--- config.mk ---
export PLATFORM = sky130hd
export DESIGN_NAME = stage_d
export DESIGN_NICKNAME = d
export VERILOG_FILES = /design/src/rtl/stage_d.sv
export SDC_FILE = /design/constraint.sdc
export NUM_CORES = 1
export LEC_CHECK = 0
export ABC_AREA = 1
export CORE_MARGIN = 1
export CORE_UTILIZATION = 48
export CTS_CLUSTER_SIZE = 12
export DETAILED_ROUTE_END_ITERATION = 16
export PLACE_DENSITY = 0.81
export SYNTH_ARGS = -nofsm -noshare
export SYNTH_HDL_FRONTEND = slang
export SYNTH_SLANG_ARGS = --single-unit
export TNS_END_PERCENT = 30
--- constraint.sdc ---
create_clock -name clk_i -period 2.4 [get_ports clk_i]
set_clock_uncertainty 0.05 [all_clocks]
set_input_delay 0.72 -clock clk_i [delete_from_list [all_inputs] [get_ports clk_i]]
set_output_delay 0.72 -clock clk_i [all_outputs]
set_load 0.02 [all_outputs]
--- src/rtl/stage_d.sv ---
// stage_d: RV64I instruction decode stage with a one-entry fetch skid buffer.
// Decode is performed on the word selected for the slot (skid or fetch bus)
// and registered together with it, so all d_* outputs come straight from flops.
module stage_d #(
  parameter logic [61:0] RESET_PC = 62'h3FFF_FFFF_FFFF_FFC0
) (
  input  logic        clk_i,
  input  logic        reset_i,
  input  logic        f_ack_i,
  input  logic [61:0] f_pc_i,
  input  logic [31:0] f_inst_i,
  input  logic        stall_i,
  input  logic        flush_i,
  output logic        f_hold_o,
  output logic        d_valid_o,
  output logic [61:0] d_pc_o,
  output logic [31:0] d_inst_o,
  output logic [4:0]  d_rd_o,
  output logic [4:0]  d_rs1_o,
  output logic [4:0]  d_rs2_o,
  output logic [2:0]  d_funct3_o,
  output logic        d_alt_o,
  output logic [2:0]  d_fmt_o,
  output logic [3:0]  d_class_o,
  output logic [63:0] d_imm_o,
  output logic        d_we_o,
  output logic        d_illegal_o,
  output logic        d_overrun_o
);

  localparam int unsigned PC_W   = 62;
  localparam int unsigned INST_W = 32;
  localparam int unsigned XLEN   = 64;

  // Major opcodes, inst[6:0]
  localparam logic [6:0] OPC_LUI     = 7'b0110111;
  localparam logic [6:0] OPC_AUIPC   = 7'b0010111;
  localparam logic [6:0] OPC_JAL     = 7'b1101111;
  localparam logic [6:0] OPC_JALR    = 7'b1100111;
  localparam logic [6:0] OPC_BRANCH  = 7'b1100011;
  localparam logic [6:0] OPC_LOAD    = 7'b0000011;
  localparam logic [6:0] OPC_STORE   = 7'b0100011;
  localparam logic [6:0] OPC_OPIMM   = 7'b0010011;
  localparam logic [6:0] OPC_OPIMM32 = 7'b0011011;
  localparam logic [6:0] OPC_OP      = 7'b0110011;
  localparam logic [6:0] OPC_OP32    = 7'b0111011;
  localparam logic [6:0] OPC_FENCE   = 7'b0001111;
  localparam logic [6:0] OPC_SYSTEM  = 7'b1110011;

  // Operation classes
  localparam logic [3:0] CLS_LUI     = 4'd1;
  localparam logic [3:0] CLS_AUIPC   = 4'd2;
  localparam logic [3:0] CLS_JAL     = 4'd3;
  localparam logic [3:0] CLS_JALR    = 4'd4;
  localparam logic [3:0] CLS_BRANCH  = 4'd5;
  localparam logic [3:0] CLS_LOAD    = 4'd6;
  localparam logic [3:0] CLS_STORE   = 4'd7;
  localparam logic [3:0] CLS_OPIMM   = 4'd8;
  localparam logic [3:0] CLS_OPIMM32 = 4'd9;
  localparam logic [3:0] CLS_OP      = 4'd10;
  localparam logic [3:0] CLS_OP32    = 4'd11;
  localparam logic [3:0] CLS_FENCE   = 4'd12;
  localparam logic [3:0] CLS_SYSTEM  = 4'd13;
  localparam logic [3:0] CLS_ILL     = 4'd15;

  // Instruction formats
  localparam logic [2:0] FMT_R    = 3'd0;
  localparam logic [2:0] FMT_I    = 3'd1;
  localparam logic [2:0] FMT_S    = 3'd2;
  localparam logic [2:0] FMT_B    = 3'd3;
  localparam logic [2:0] FMT_U    = 3'd4;
  localparam logic [2:0] FMT_J    = 3'd5;
  localparam logic [2:0] FMT_NONE = 3'd7;

  // Slot registers
  logic              r_valid;
  logic [PC_W-1:0]   r_pc;
  logic [INST_W-1:0] r_inst;
  logic [4:0]        r_rd;
  logic [4:0]        r_rs1;
  logic [4:0]        r_rs2;
  logic [2:0]        r_funct3;
  logic              r_alt;
  logic [2:0]        r_fmt;
  logic [3:0]        r_class;
  logic [XLEN-1:0]   r_imm;
  logic              r_we;
  logic              r_illegal;

  // Skid buffer and sticky overrun flag
  logic              r_sk_full;
  logic [PC_W-1:0]   r_sk_pc;
  logic [INST_W-1:0] r_sk_inst;
  logic              r_overrun;

  // Source selection and decode results
  logic              w_slot_load;
  logic              w_src_avail;
  logic [PC_W-1:0]   w_src_pc;
  logic [INST_W-1:0] w_src_inst;
  logic [6:0]        w_opcode;
  logic [3:0]        w_class;
  logic [2:0]        w_fmt;
  logic              w_illegal;
  logic [XLEN-1:0]   w_imm;
  logic              w_wr_class;
  logic              w_we;

  // Slot accepts a new entry whenever downstream takes the old one or it is empty
  assign w_slot_load = !stall_i || !r_valid;
  // The skid always holds the older word, so it has priority over the bus
  assign w_src_avail = r_sk_full || f_ack_i;
  assign w_src_pc    = r_sk_full ? r_sk_pc   : f_pc_i;
  assign w_src_inst  = r_sk_full ? r_sk_inst : f_inst_i;
  assign w_opcode    = w_src_inst[6:0];

  // Opcode to class/format lookup
  always_comb begin
    w_class   = CLS_ILL;
    w_fmt     = FMT_NONE;
    w_illegal = 1'b0;
    unique case (w_opcode)
      OPC_LUI:     begin w_class = CLS_LUI;     w_fmt = FMT_U; end
      OPC_AUIPC:   begin w_class = CLS_AUIPC;   w_fmt = FMT_U; end
      OPC_JAL:     begin w_class = CLS_JAL;     w_fmt = FMT_J; end
      OPC_JALR:    begin w_class = CLS_JALR;    w_fmt = FMT_I; end
      OPC_BRANCH:  begin w_class = CLS_BRANCH;  w_fmt = FMT_B; end
      OPC_LOAD:    begin w_class = CLS_LOAD;    w_fmt = FMT_I; end
      OPC_STORE:   begin w_class = CLS_STORE;   w_fmt = FMT_S; end
      OPC_OPIMM:   begin w_class = CLS_OPIMM;   w_fmt = FMT_I; end
      OPC_OPIMM32: begin w_class = CLS_OPIMM32; w_fmt = FMT_I; end
      OPC_OP:      begin w_class = CLS_OP;      w_fmt = FMT_R; end
      OPC_OP32:    begin w_class = CLS_OP32;    w_fmt = FMT_R; end
      OPC_FENCE:   begin w_class = CLS_FENCE;   w_fmt = FMT_I; end
      OPC_SYSTEM:  begin w_class = CLS_SYSTEM;  w_fmt = FMT_I; end
      default:     begin w_illegal = 1'b1; end
    endcase
  end

  // Sign-extended immediate assembled per format; R and illegal give zero
  always_comb begin
    w_imm = '0;
    case (w_fmt)
      FMT_I: w_imm = {{52{w_src_inst[31]}}, w_src_inst[31:20]};
      FMT_S: w_imm = {{52{w_src_inst[31]}}, w_src_inst[31:25], w_src_inst[11:7]};
      FMT_B: w_imm = {{51{w_src_inst[31]}}, w_src_inst[31], w_src_inst[7],
                      w_src_inst[30:25], w_src_inst[11:8], 1'b0};
      FMT_U: w_imm = {{32{w_src_inst[31]}}, w_src_inst[31:12], 12'h000};
      FMT_J: w_imm = {{43{w_src_inst[31]}}, w_src_inst[31], w_src_inst[19:12],
                      w_src_inst[20], w_src_inst[30:21], 1'b0};
      default: w_imm = '0;
    endcase
  end

  // Register write enable: classes that produce a result, suppressed for x0
  always_comb begin
    w_wr_class = 1'b0;
    case (w_class)
      CLS_LUI, CLS_AUIPC, CLS_JAL, CLS_JALR, CLS_LOAD, CLS_OPIMM,
      CLS_OPIMM32, CLS_OP, CLS_OP32, CLS_SYSTEM: w_wr_class = 1'b1;
      default: w_wr_class = 1'b0;
    endcase
    w_we = w_wr_class && (w_src_inst[11:7] != 5'd0);
  end

  // Pipeline slot: loads the selected word with its decode, or bubbles
  always_ff @(posedge clk_i) begin
    if (reset_i) begin
      r_valid   <= 1'b0;
      r_pc      <= RESET_PC;
      r_inst    <= '0;
      r_rd      <= '0;
      r_rs1     <= '0;
      r_rs2     <= '0;
      r_funct3  <= '0;
      r_alt     <= 1'b0;
      r_fmt     <= '0;
      r_class   <= '0;
      r_imm     <= '0;
      r_we      <= 1'b0;
      r_illegal <= 1'b0;
    end else if (flush_i) begin
      r_valid <= 1'b0;
    end else if (w_slot_load) begin
      r_valid <= w_src_avail;
      if (w_src_avail) begin
        r_pc      <= w_src_pc;
        r_inst    <= w_src_inst;
        r_rd      <= w_src_inst[11:7];
        r_rs1     <= w_src_inst[19:15];
        r_rs2     <= w_src_inst[24:20];
        r_funct3  <= w_src_inst[14:12];
        r_alt     <= w_src_inst[30];
        r_fmt     <= w_fmt;
        r_class   <= w_class;
        r_imm     <= w_imm;
        r_we      <= w_we;
        r_illegal <= w_illegal;
      end
    end
  end

  // Skid buffer: catches a fetch during a stall, refills when drained into the slot
  always_ff @(posedge clk_i) begin
    if (reset_i) begin
      r_sk_full <= 1'b0;
      r_sk_pc   <= '0;
      r_sk_inst <= '0;
    end else if (flush_i) begin
      r_sk_full <= 1'b0;
    end else if (w_slot_load) begin
      if (r_sk_full) begin
        r_sk_full <= f_ack_i;
        if (f_ack_i) begin
          r_sk_pc   <= f_pc_i;
          r_sk_inst <= f_inst_i;
        end
      end
    end else if (f_ack_i && !r_sk_full) begin
      r_sk_full <= 1'b1;
      r_sk_pc   <= f_pc_i;
      r_sk_inst <= f_inst_i;
    end
  end

  // Sticky overrun: a fetch arrived with nowhere to go
  always_ff @(posedge clk_i) begin
    if (reset_i || flush_i) begin
      r_overrun <= 1'b0;
    end else if (!w_slot_load && r_sk_full && f_ack_i) begin
      r_overrun <= 1'b1;
    end
  end

  assign f_hold_o    = r_sk_full;
  assign d_valid_o   = r_valid;
  assign d_pc_o      = r_pc;
  assign d_inst_o    = r_inst;
  assign d_rd_o      = r_rd;
  assign d_rs1_o     = r_rs1;
  assign d_rs2_o     = r_rs2;
  assign d_funct3_o  = r_funct3;
  assign d_alt_o     = r_alt;
  assign d_fmt_o     = r_fmt;
  assign d_class_o   = r_class;
  assign d_imm_o     = r_imm;
  assign d_we_o      = r_we;
  assign d_illegal_o = r_illegal;
  assign d_overrun_o = r_overrun;

endmodule

# Yosys cells after proc, flatten, opt, wreduce, memory -nomap -nowiden
# Memories as Yosys holds them, arrays and structs flattened.
# Index checks and enable logic that the tools add are counted.
# op_classes
n_mux	17
bitwise_logic	1
n_reduce_logical	20
n_eq_ne	20
# op_table
op	n
case mux 64 bit (5 select lines)	1
two-way mux 62 bit	5
two-way mux 32 bit	5
case mux 4 bit (13 select lines)	1
== test 7 x 6 -> 1 bit, second input constant	4
== test 7 bit, second input constant	4
== test 7 x 5 -> 1 bit, second input constant	3
case mux 3 bit (6 select lines)	1
OR reduction 13 bit	1
== test 7 x 2 -> 1 bit, second input constant	1
== test 7 x 4 -> 1 bit, second input constant	1
== test 3 x 2 -> 1 bit, second input constant	2
== test 3 bit, second input constant	2
OR reduction 2 bit	3
OR reduction 6 bit	1
nonzero test 5 bit	1
logical AND 1 bit	4
zero test 1 bit	4
two-way mux 1 bit	4
!= test 2 bit, second input constant	2
AND reduction 4 bit	1
== test 3 x 1 -> 1 bit, second input constant	1
logical OR 1 bit	3
AND reduction 3 bit	1
2 further kinds	2
# totals
word_cells	76
n_memories	1
mem_bits_ro	16
output_inout_bits	189
register_bits	283
in_bits	99
# memory_table
name	words	word_bits	rd	rd_ports_with_merged_regs	wr	line_no	rtl
(name not given)	16	1	1	0	0	158	case (w_class)

# Longest topological paths before layout
# Gate-level depths: netlist of run 1.
# depth
word_depth	6
depth_mapped	14
mapped_depth_nobuf	13

# Least setup slack after synthesis of run 1
# No wires, ideal clock.
# synth_timing
path_type	input -> register
from	input stall_i
to	register r_sk_pc[17]
path_buffers	2
setup_ns	0.064
cell_stages	8
t_arrival_ns	1.969
setup_slack_ns	0.317
t_required_ns	2.286
path_cell_list	nand2_1 -> inv_1 -> o21ai_0 -> nor3_2 -> buf_2 -> clkbuf_1 -> o21ai_0 -> nor2_1
# synth_via
elab_chain_cells	4
elab_cells_between_ends	7
classes_between	2 x eq/ne; 1 x mux; 4 x reduce/logical
# synth_lines
item	line_no	rtl
start, declared	12	input logic stall_i,
zero test 1 bit (*)	110	assign w_slot_load = !stall_i || !r_valid;
logical OR 1 bit (*)	110	
!= test 2 bit (no source line) or nonzero test 2 bit (tied branches)	--	
AND reduction 4 bit (no source line)	--	
end signal, assigned	215	r_sk_pc <= f_pc_i;
end signal, assigned	221	r_sk_pc <= f_pc_i;
end, declared	92	logic [PC_W-1:0] r_sk_pc;
# Every way passes the cells marked *; elsewhere a longest branch is shown, timed or not.
# A chain may end at the register's enable or synchronous reset.

# Worst setup path after layout of run 1
# layout_timing
from	register r_pc[15], in the netlist d_pc_o[15]
to	output d_pc_o[15]
# layout_lines
item	line_no	rtl
start, declared	77	logic [PC_W-1:0] r_pc;
start signal, assigned	187	r_pc <= w_src_pc;
end, declared	16	output logic [61:0] d_pc_o,
# No word-level cell between the ends.

==> flow_summary.yaml, run 1 <==
clock_tree:
  cts_root_buf: "clkbuf_16"
  clockBufferDepth: 3
  cts_buffers: 25
  htreeDepth: 1
  worst_setup_hold_path_clk_slew_ns: 0.06
  clock-sinks: 232
  worstSkewPairLatency_ns: 0.51
  postCtsHoldBufs: 0
  cts_tree: "done"
logic_synthesis:
  ys_warn_count: 0
  synthCells: 1385
  syn_avg_cell_area_um2: 7.25
  syn-cell-area_mm2: 0.0100
  synth_cell_types: 31
  synth_seq_cells: 232
  seq_area_frac_synth: 0.462
  synth_fp_nets: 1484
detailed_routing:
  routed_wl_um: 28300
  drc: 0
  drtAntennaViolNets: 0
  drtIter0Drc: 583
  via_per_inst: 5.25
  vias: 10100
  wl_per_cell_um: 14.7
  drtPass1Iterations: 5
floorplanning:
  rows: 52
  die_area_mm2: 0.0215
  die_w_um: 147
  ios: 288
  die_h_um: 147
  start_util: 0.493
  core_mm2: 0.0204
worst_setup_path:
  critical_path.max_stage_delay_ns: 0.63
  cp-end-kind: "output pin"
  worstPathCellList: "clkdlybuf4s50_1"
  cp_top_family: "buffers and inverters"
  rr_worst_depth: 14
  crit_fanout: 2
  ff2ff_setup_slack_ns: 0.28
  arrival_ns: 1.54
  r2r_end: "d_class_o[1]"
  required_ns: 1.63
  start_kind: "flip-flop"
  crit_start: "d_pc_o[15]"
  slowest_stage: "clkdlybuf4s50_1"
  crit_buf_inv: 1
  worstReg2RegStart: "f_hold_o"
  critPathKind: "reg -> out"
timing:
  hold_viol_final: 0
  rsz0062_at_grt: "yes"
  finalSetupViolCount: 0
  fmax_mhz: 433
  fin_crit_sh: 0.962
  slew_headroom: 0.530
  tightest_slew_ns: 0.706
  slew_viol_final: 0
  min_period_ns: 2.31
  whs_ns: 0.412
hold_path:
  worstHoldStart: "d_pc_o[25]"
  min_path_cells: 2
  hold_path_class: "reg -> reg"
  min_to: "d_pc_o[25]"
placement:
  port_buffers: 287
  placed_area_mm2: 0.0133
  globalplace.congestion: 0.885
  place_hpwl_um: 19600
cells_and_area:
  area_delta_synth_final_pct: 39.5
  final_layout_size_suffix_gt1_frac: 0.0953
  layout_common_cells: "nand2_1, clkdlybuf4s50_1, nor2_1"
  final_area_mm2: 0.0140
  final_common_cell: "nand2_1"
  fin_nets: 1733
  fill_cells: 1630
pwr:
  ir_worst_vdd_uv: 602
  power.density_mw_per_mm2: 633
  leakagePower_nw: 6.39
job:
  drv_cap: 0
global_route:
  overflow: 0
  grt_pass1_wl_um: 46200
  antenna_found_initial: 4
  grt_pass1_vias: 9403
  globalRouteTotalUtil: 0.259
  grt_max_degree: 67
outcome:
  status: "finished, final reports clean"
==> routing by layer <==
layer  vias to the layer above  global-route usage  wire [um]
li1                       5004                   -          -
met1                      4641               0.321      11700
met2                       388               0.439      13300
met3                        51              0.0625       2520
met4                         0              0.0849        771
met5                         -                   0          0
==> power breakdown <==
part / internal (mW) / total [mW] / leakage [nW] / switching [mW]
logic: 0.594 / 1.24 / 4.14 / 0.647
clock network: 2.04 / 3.54 / 0.359 / 1.50
registers: 4.00 / 4.09 / 1.89 / 0.0876
total: 6.63 / 8.87 / 6.39 / 2.24
==> state kept, by name, summed over array words and instances, names as in the netlist <==
name / flops
d_class_o: 4
d_fmt_o: 3
d_illegal_o: 1
d_imm_o: 32
d_inst_o: 32
d_overrun_o: 1
d_pc_o: 62
d_valid_o: 1
d_we_o: 1
f_hold_o: 1
r_sk_inst: 32
r_sk_pc: 62
==> cell families (layout without fill, tap and decap cells) <==
kind of cell,after synthesis,count (layout),share of synthesized area
AOI/OAI and AO/OA,329,329,0.188
buffers and inverters,216,479,0.105
DFF,232,232,0.462
muxes,2,2,0.00199
other,0,4,0
and+or+nand+nor,606,606,0.242
==> synthesized netlist by cell type, drive strengths merged <==
cell | n | area [um^2]
dfxtp | 232 | 4640
a32oi | 1 | 8.76
inv | 65 | 244
clkbuf | 67 | 251
o211ai | 26 | 195
or2 | 13 | 81.3
mux2i | 2 | 20.0
o311ai | 32 | 280
a21oi | 109 | 546
o21bai | 1 | 7.51
nand2 | 299 | 1140
a211oi | 12 | 90.1
nor2 | 241 | 920
o22ai | 3 | 18.8
a31oi | 13 | 81.3
nand3 | 45 | 240
o21ai | 132 | 664
buf | 84 | 561
nor3 | 8 | 56.3
==> metrics by stage <==
step	TNS, ns	setup slack [ns]	cells	total power, mW	util
6_report	0	0.0912	1922	8.87	0.688
3_5_place_dp	-21.50	-0.334	1877	5.41	0.653
3_3_place_gp	-17.76	-0.243	1877	5.39	0.653
5_1_grt	-0.0203	-0.0203	1920	9.20	0.688
2_1_floorplan	0	0.317	1385	4.77	-
4_1_cts	-0.161	-0.161	1918	8.93	0.688
==> area by class of cell <==
type | count | area [um^2] | area share
Clock buffer | 37 | 711 | 0.0507
Sequential cell | 232 | 4650 | 0.331
Timing Repair Buffer | 373 | 3670 | 0.262
Antenna cell | 4 | 10.0 | 0.000714
Multi-Input combinational cell | 937 | 4360 | 0.311
Inverter | 65 | 251 | 0.0179
Tap cell | 270 | 338 | 0.0241
Clock inverter | 4 | 30.0 | 0.00214
==> worst max-delay path by stage <==
stage	endpoint	slack [ns]	depth (start not counted)
after floorplan	r_sk_pc[17]	0.32	8
after global placement	d_class_o[1]	-0.24	13
after detailed placement	d_class_o[1]	-0.33	13
after CTS	d_imm_o[51]	-0.16	2
after global routing	d_we_o	-0.02	14
final	d_pc_o[15]	0.09	1
==> what timing repair did <==
item,4_1_cts,5_1_grt
endpoints found under the setup margin,34,4
setup buffers,0,0
pin swaps,0,0
gates resized for setup,33,2
Power figures use the tool's default switching activity.
==> run 2, diff against run 1 <==
==> constraint.sdc (replaced) <==
create_clock -name clk_i -period 2.4 [get_ports clk_i]
set_clock_uncertainty 0.05 [all_clocks]
set_input_delay 0.48 -clock clk_i [delete_from_list [all_inputs] [get_ports clk_i]]
set_output_delay 0.48 -clock clk_i [all_outputs]
set_load 0.02 [all_outputs]
==> run 2 against run 1 <==
Design area fell by 0.76%; largest power group unchanged; combinational power about the same; sequential share of layout area up 0.25 points; maximum frequency rose by 1.0%; hold slack worse by 0.017 ns; die area unchanged; cell count is 1.1% lower; highest routed layer unchanged.
==> flow_summary.yaml, run 2 (synthesized netlist as in run 1, its figures left out) <==
timing:
  fin_crit_sh: 0.952
  finalSetupViolCount: 0
  tightest_slew_ns: 0.765
  min_period_ns: 2.29
  slew_headroom: 0.490
  whs_ns: 0.395
  hold_viol_final: 0
  fmax_mhz: 437
  slew_viol_final: 0
  rsz0062_at_grt: "no"
hold_path:
  hold_path_class: "in -> reg"
  worstHoldStart: "reset_i"
job:
  drv_cap: 0
detailed_routing:
  drtAntennaViolNets: 0
  vias: 9965
  drc: 0
  routed_wl_um: 28400
  drtIter0Drc: 658
  drtPass1Iterations: 5
  wl_per_cell_um: 14.9
  via_per_inst: 5.24
clock_tree:
  clockBufferDepth: 3
  htreeDepth: 1
  worst_setup_hold_path_clk_slew_ns: 0.06
  postCtsHoldBufs: 0
  clock-sinks: 232
  cts_tree: "done"
  cts_buffers: 25
  worstSkewPairLatency_ns: 0.52
  cts_root_buf: "clkbuf_16"
worst_setup_path:
  rr_worst_depth: 6
  crit_start: "d_imm_o[62]"
  critPathKind: "reg -> out"
  ff2ff_setup_slack_ns: 0.23
  start_kind: "flip-flop"
  cp-end-kind: "output pin"
  r2r_end: "r_sk_inst[3]"
  arrival_ns: 1.76
  crit_end: "d_imm_o[33]"
  crit_fanout: 33
  required_ns: 1.87
  worstReg2RegStart: "f_hold_o"
placement:
  port_buffers: 287
  dp.cells: 1854
  globalplace.congestion: 0.893
  placed_area_mm2: 0.0131
  place_hpwl_um: 19400
global_route:
  grt_pass1_vias: 9164
  antenna_found_initial: 5
  grt_pass1_wl_um: 45600
  globalRouteTotalUtil: 0.256
  overflow: 0
  grt_max_degree: 70
cells_and_area:
  regArea_mm2: 0.00465
  multiInputGateArea_mm2: 0.00436
  final_layout_size_suffix_gt1_frac: 0.0855
  layout_common_cells: "nand2_1, clkdlybuf4s50_1, nor2_1"
  final_cells: 1900
  final_area_mm2: 0.0139
  area_delta_synth_final_pct: 38.4
  final_common_cell: "nand2_1"
  fin_nets: 1710
  fill_cells: 1663
  utilization: 0.683
outcome:
  status: "finished, final reports clean"
floorplanning:
  start_util: 0.493
  die_area_mm2: 0.0215
  die_h_um: 147
  rows: 52
  ios: 288
  die_w_um: 147
  core_mm2: 0.0204
pwr:
  ir_worst_vdd_uv: 500
  comb_power_share: 0.134
  pwr-share-seq: 0.451
  swShare: 0.248
  power.internal_mw: 6.82
  switching_power_mw: 2.25
  power.density_mw_per_mm2: 652
  clock_power_share: 0.415
  leakagePower_nw: 6.24
[run 2: cell count changes in the layout (fill, tap and decap cells not counted), moves of 4 or more]
cell / change
buf_12: -4
buf_4: -19
clkbuf_1: -5
clkbuf_8: +4
clkdlybuf4s50_1: +28
dlygate4sd2_1: -33
dlymetal6s2s_1: +5
[run 2: cell type report]
cell class / count / area share
Multi-Input combinational cell: 937 / 0.313
Inverter: 65 / 0.0181
Clock buffer: 36 / 0.0537
Clock inverter: 5 / 0.00387
Timing Repair Buffer: 350 / 0.252
Sequential cell: 232 / 0.334
Antenna cell: 5 / 0.000900
Tap cell: 270 / 0.0243
[run 2: timing repair]
item,in CTS,in global routing
setup endpoints to repair,0,15
endpoints found under the hold margin,0,0
resized for setup,0,7
buffers inserted,0,0
[run 2: per-stage QoR]
stage          setup slack [ns]  TNS, ns  total power, mW
3_5_place_dp             -0.161    -2.36             5.38
2_1_floorplan             0.459        0             4.77
5_1_grt                 0.00312        0             9.38
3_3_place_gp            -0.0558   -0.510             5.36
6_report                  0.114        0             9.07
4_1_cts                  0.0629        0             9.13
[run 2: layer usage]
| metal | share of wire | up-vias | track usage |
|---|---|---|---|
| li1 | - | 4948 | - |
| met1 | 0.42 | 4564 | 0.319 |
| met2 | 0.46 | 389 | 0.423 |
| met3 | 0.087 | 64 | 0.0663 |
| met4 | 0.034 | 0 | 0.101 |
| met5 | 0 | - | 0 |
[run 2: worst min path at each step]
stage	to	slack (ns)	depth (start not counted)
final	d_pc_o[54]	0.40	3
after floorplan	d_pc_o[1]	0.41	2
after global routing	d_pc_o[54]	0.42	3
after detailed placement	d_pc_o[23]	0.40	2
after global placement	d_inst_o[26]	0.40	2
after CTS	d_pc_o[54]	0.40	3
[run 2: power by group through the flow]
stage                     clock network (mW)  registers (mW)  logic [mW]
final                                   3.77            4.09        1.22
after detailed placement                   0            4.17        1.21
after global placement                     0            4.17        1.19
after CTS                               3.82            4.09        1.22
after floorplan                            0            4.30       0.475
after global routing                    3.96            4.10        1.31
[run 2: worst max-delay path, cell delays in order (launching register included)]
cell	delay [ns]
dfxtp_1	0.33
buf_4	0.26
clkdlybuf4s50_1	0.65
==> run 3, diff against run 2 <==
PLACE_DENSITY = 0.78   (was 0.81)
==> run 3 against run 2 <==
Sequential power about the same; non-clock buffer count increased by 13; count of clock-buffer cells in the layout decreased by 3; global-route usage rose by 0.77 points; total power shrank 1.5%; die area stayed put; hold slack worse by 0.11 ns; design area is 0.26% higher; utilization is 0.18 points higher; sequential share of layout area is 0.087 points lower; maximum frequency is 0.47% lower; critical endpoint is now d_imm_o[47].
==> flow_summary.yaml, run 3 (synthesized netlist as in run 1, its figures left out) <==
cells_and_area:
  final_layout_size_suffix_gt1_frac: 0.0899
  area_delta_synth_final_pct: 38.8
  fin_nets: 1723
  final_cells: 1907
  utilization: 0.685
  layout_common_cells: "nand2_1, clkdlybuf4s50_1, nor2_1"
  final_common_cell: "nand2_1"
timing:
  rsz0062_at_grt: "no"
  fin_crit_sh: 0.957
  slew_headroom: 0.506
  setup_ws_ns: 0.103
  slew_viol_final: 0
  finalSetupViolCount: 0
  tightest_slew_ns: 0.733
  min_period_ns: 2.30
  finalSetupTns_ns: 0
  hold_viol_final: 0
  fmax_mhz: 435
global_route:
  overflow: 0
  globalRouteTotalUtil: 0.264
  grt_max_degree: 69
  grt_pass1_wl_um: 46500
  grt_pass1_vias: 9225
  antenna_found_initial: 2
clock_tree:
  clock-sinks: 232
  cts_tree: "done"
  worstSkewPairLatency_ns: 0.51
  cts_root_buf: "clkbuf_16"
  clockBufferDepth: 3
  worst_setup_hold_path_clk_slew_ns: 0.06
  post-cts-setup-buffers: 0
  cts_buffers: 25
  htreeDepth: 1
pwr:
  pwr-share-seq: 0.458
  comb_power_share: 0.139
  switching_power_mw: 2.23
  swShare: 0.250
  ir_worst_vdd_uv: 522
  leakagePower_nw: 6.17
  power.internal_mw: 6.70
  clock_power_share: 0.403
  power.density_mw_per_mm2: 641
outcome:
  status: "finished, final reports clean"
placement:
  globalplace.congestion: 0.859
  place_hpwl_um: 19900
  dp.cells: 1867
  port_buffers: 287
  dp_slack_ns: -0.137
floorplanning:
  start_util: 0.493
  ios: 288
  die_h_um: 147
  rows: 52
  die_w_um: 147
  core_mm2: 0.0204
  die_area_mm2: 0.0215
job:
  drv_cap: 0
detailed_routing:
  drc: 0
  met2_length_um: 13800
  routed_wl_um: 29100
  top_layer_used: "met4"
  wl_met3_um: 2780
  drtAntennaViolNets: 0
  wl_per_cell_um: 15.2
  drtPass1Iterations: 5
  drtIter0Drc: 599
  via_per_inst: 5.33
  wl_met1_um: 11700
  vias: 10200
worst_setup_path:
  arrival_ns: 1.77
  required_ns: 1.87
  critPathKind: "reg -> out"
  cp-end-kind: "output pin"
  crit_fanout: 34
  start_kind: "flip-flop"
hold_path:
  hold_path_class: "in -> reg"
## run 3: cell count changes in the layout (fill, tap and decap cells not counted), moves of 2 or more
| cell | change |
|---|---|
| clkdlybuf4s50_1 | +5 |
| dlymetal6s2s_1 | -6 |
| nor2_2 | -2 |
| diode_2 | -3 |
| clkbuf_8 | -4 |
| buf_4 | +12 |
## run 3: per-layer routing
metal  GRT usage  vias to the layer above
met5           0                        -
met2       0.435                      428
met4      0.0943                        0
met3      0.0606                       59
met1       0.337                     4710
li1            -                     4975
## run 3: cell type report
class / count / area [um^2]
clock buffer: 33 / 696
sequential: 232 / 4650
fill: 1730 / 6420
inverter: 65 / 250
clock inverter: 5 / 53.8
antenna: 2 / 5.00
tap: 270 / 338
multi-input combinational: 937 / 4360
timing repair buffer: 363 / 3600
## run 3: worst max-delay path, cell delays in order (launching register included)
cell and delay [ns]:
dfxtp_1 0.31, buf_4 0.27, clkdlybuf4s50_1 0.66
## run 3: path summary, 6_finish.rpt
| kind | slack, ns | to | cells after the start | start |
|---|---|---|---|---|
| max | 0.10 | d_imm_o[47] | 2 | d_imm_o[62] |
| min reg2reg | 0.41 | d_inst_o[26] | 2 | d_inst_o[26] |
| min | 0.29 | f_hold_o | 3 | reset_i |
| max reg2reg | 0.23 | d_imm_o[62] | 9 | f_hold_o |
## run 3: power groups by stage
stage	Combinational [mW]	Sequential, mW	Clock, mW
6_report	1.24	4.09	3.60
5_1_grt	1.34	4.11	3.84
4_1_cts	1.25	4.09	3.65
3_5_place_dp	1.24	4.17	0
3_3_place_gp	1.22	4.17	0
2_1_floorplan	0.475	4.30	0
## run 3: repair_timing
item / in CTS / in global routing
hold buffers: 0 / 0
endpoints found under the setup margin: 1 / 6
gates resized for setup: 1 / 1
pin swaps: 0 / 0
## run 3: through the flow
| step | area (um^2) | power (mW) | hold slack, ns |
|---|---|---|---|
| 4_1_cts | 13900 | 8.99 | 0.268 |
| 6_report | 13900 | 8.94 | 0.285 |
| 5_1_grt | 13900 | 9.29 | 0.291 |
| 2_1_floorplan | 10000 | 4.77 | 0.406 |
| 3_3_place_gp | 13200 | 5.40 | 0.396 |
| 3_5_place_dp | 13200 | 5.41 | 0.401 |
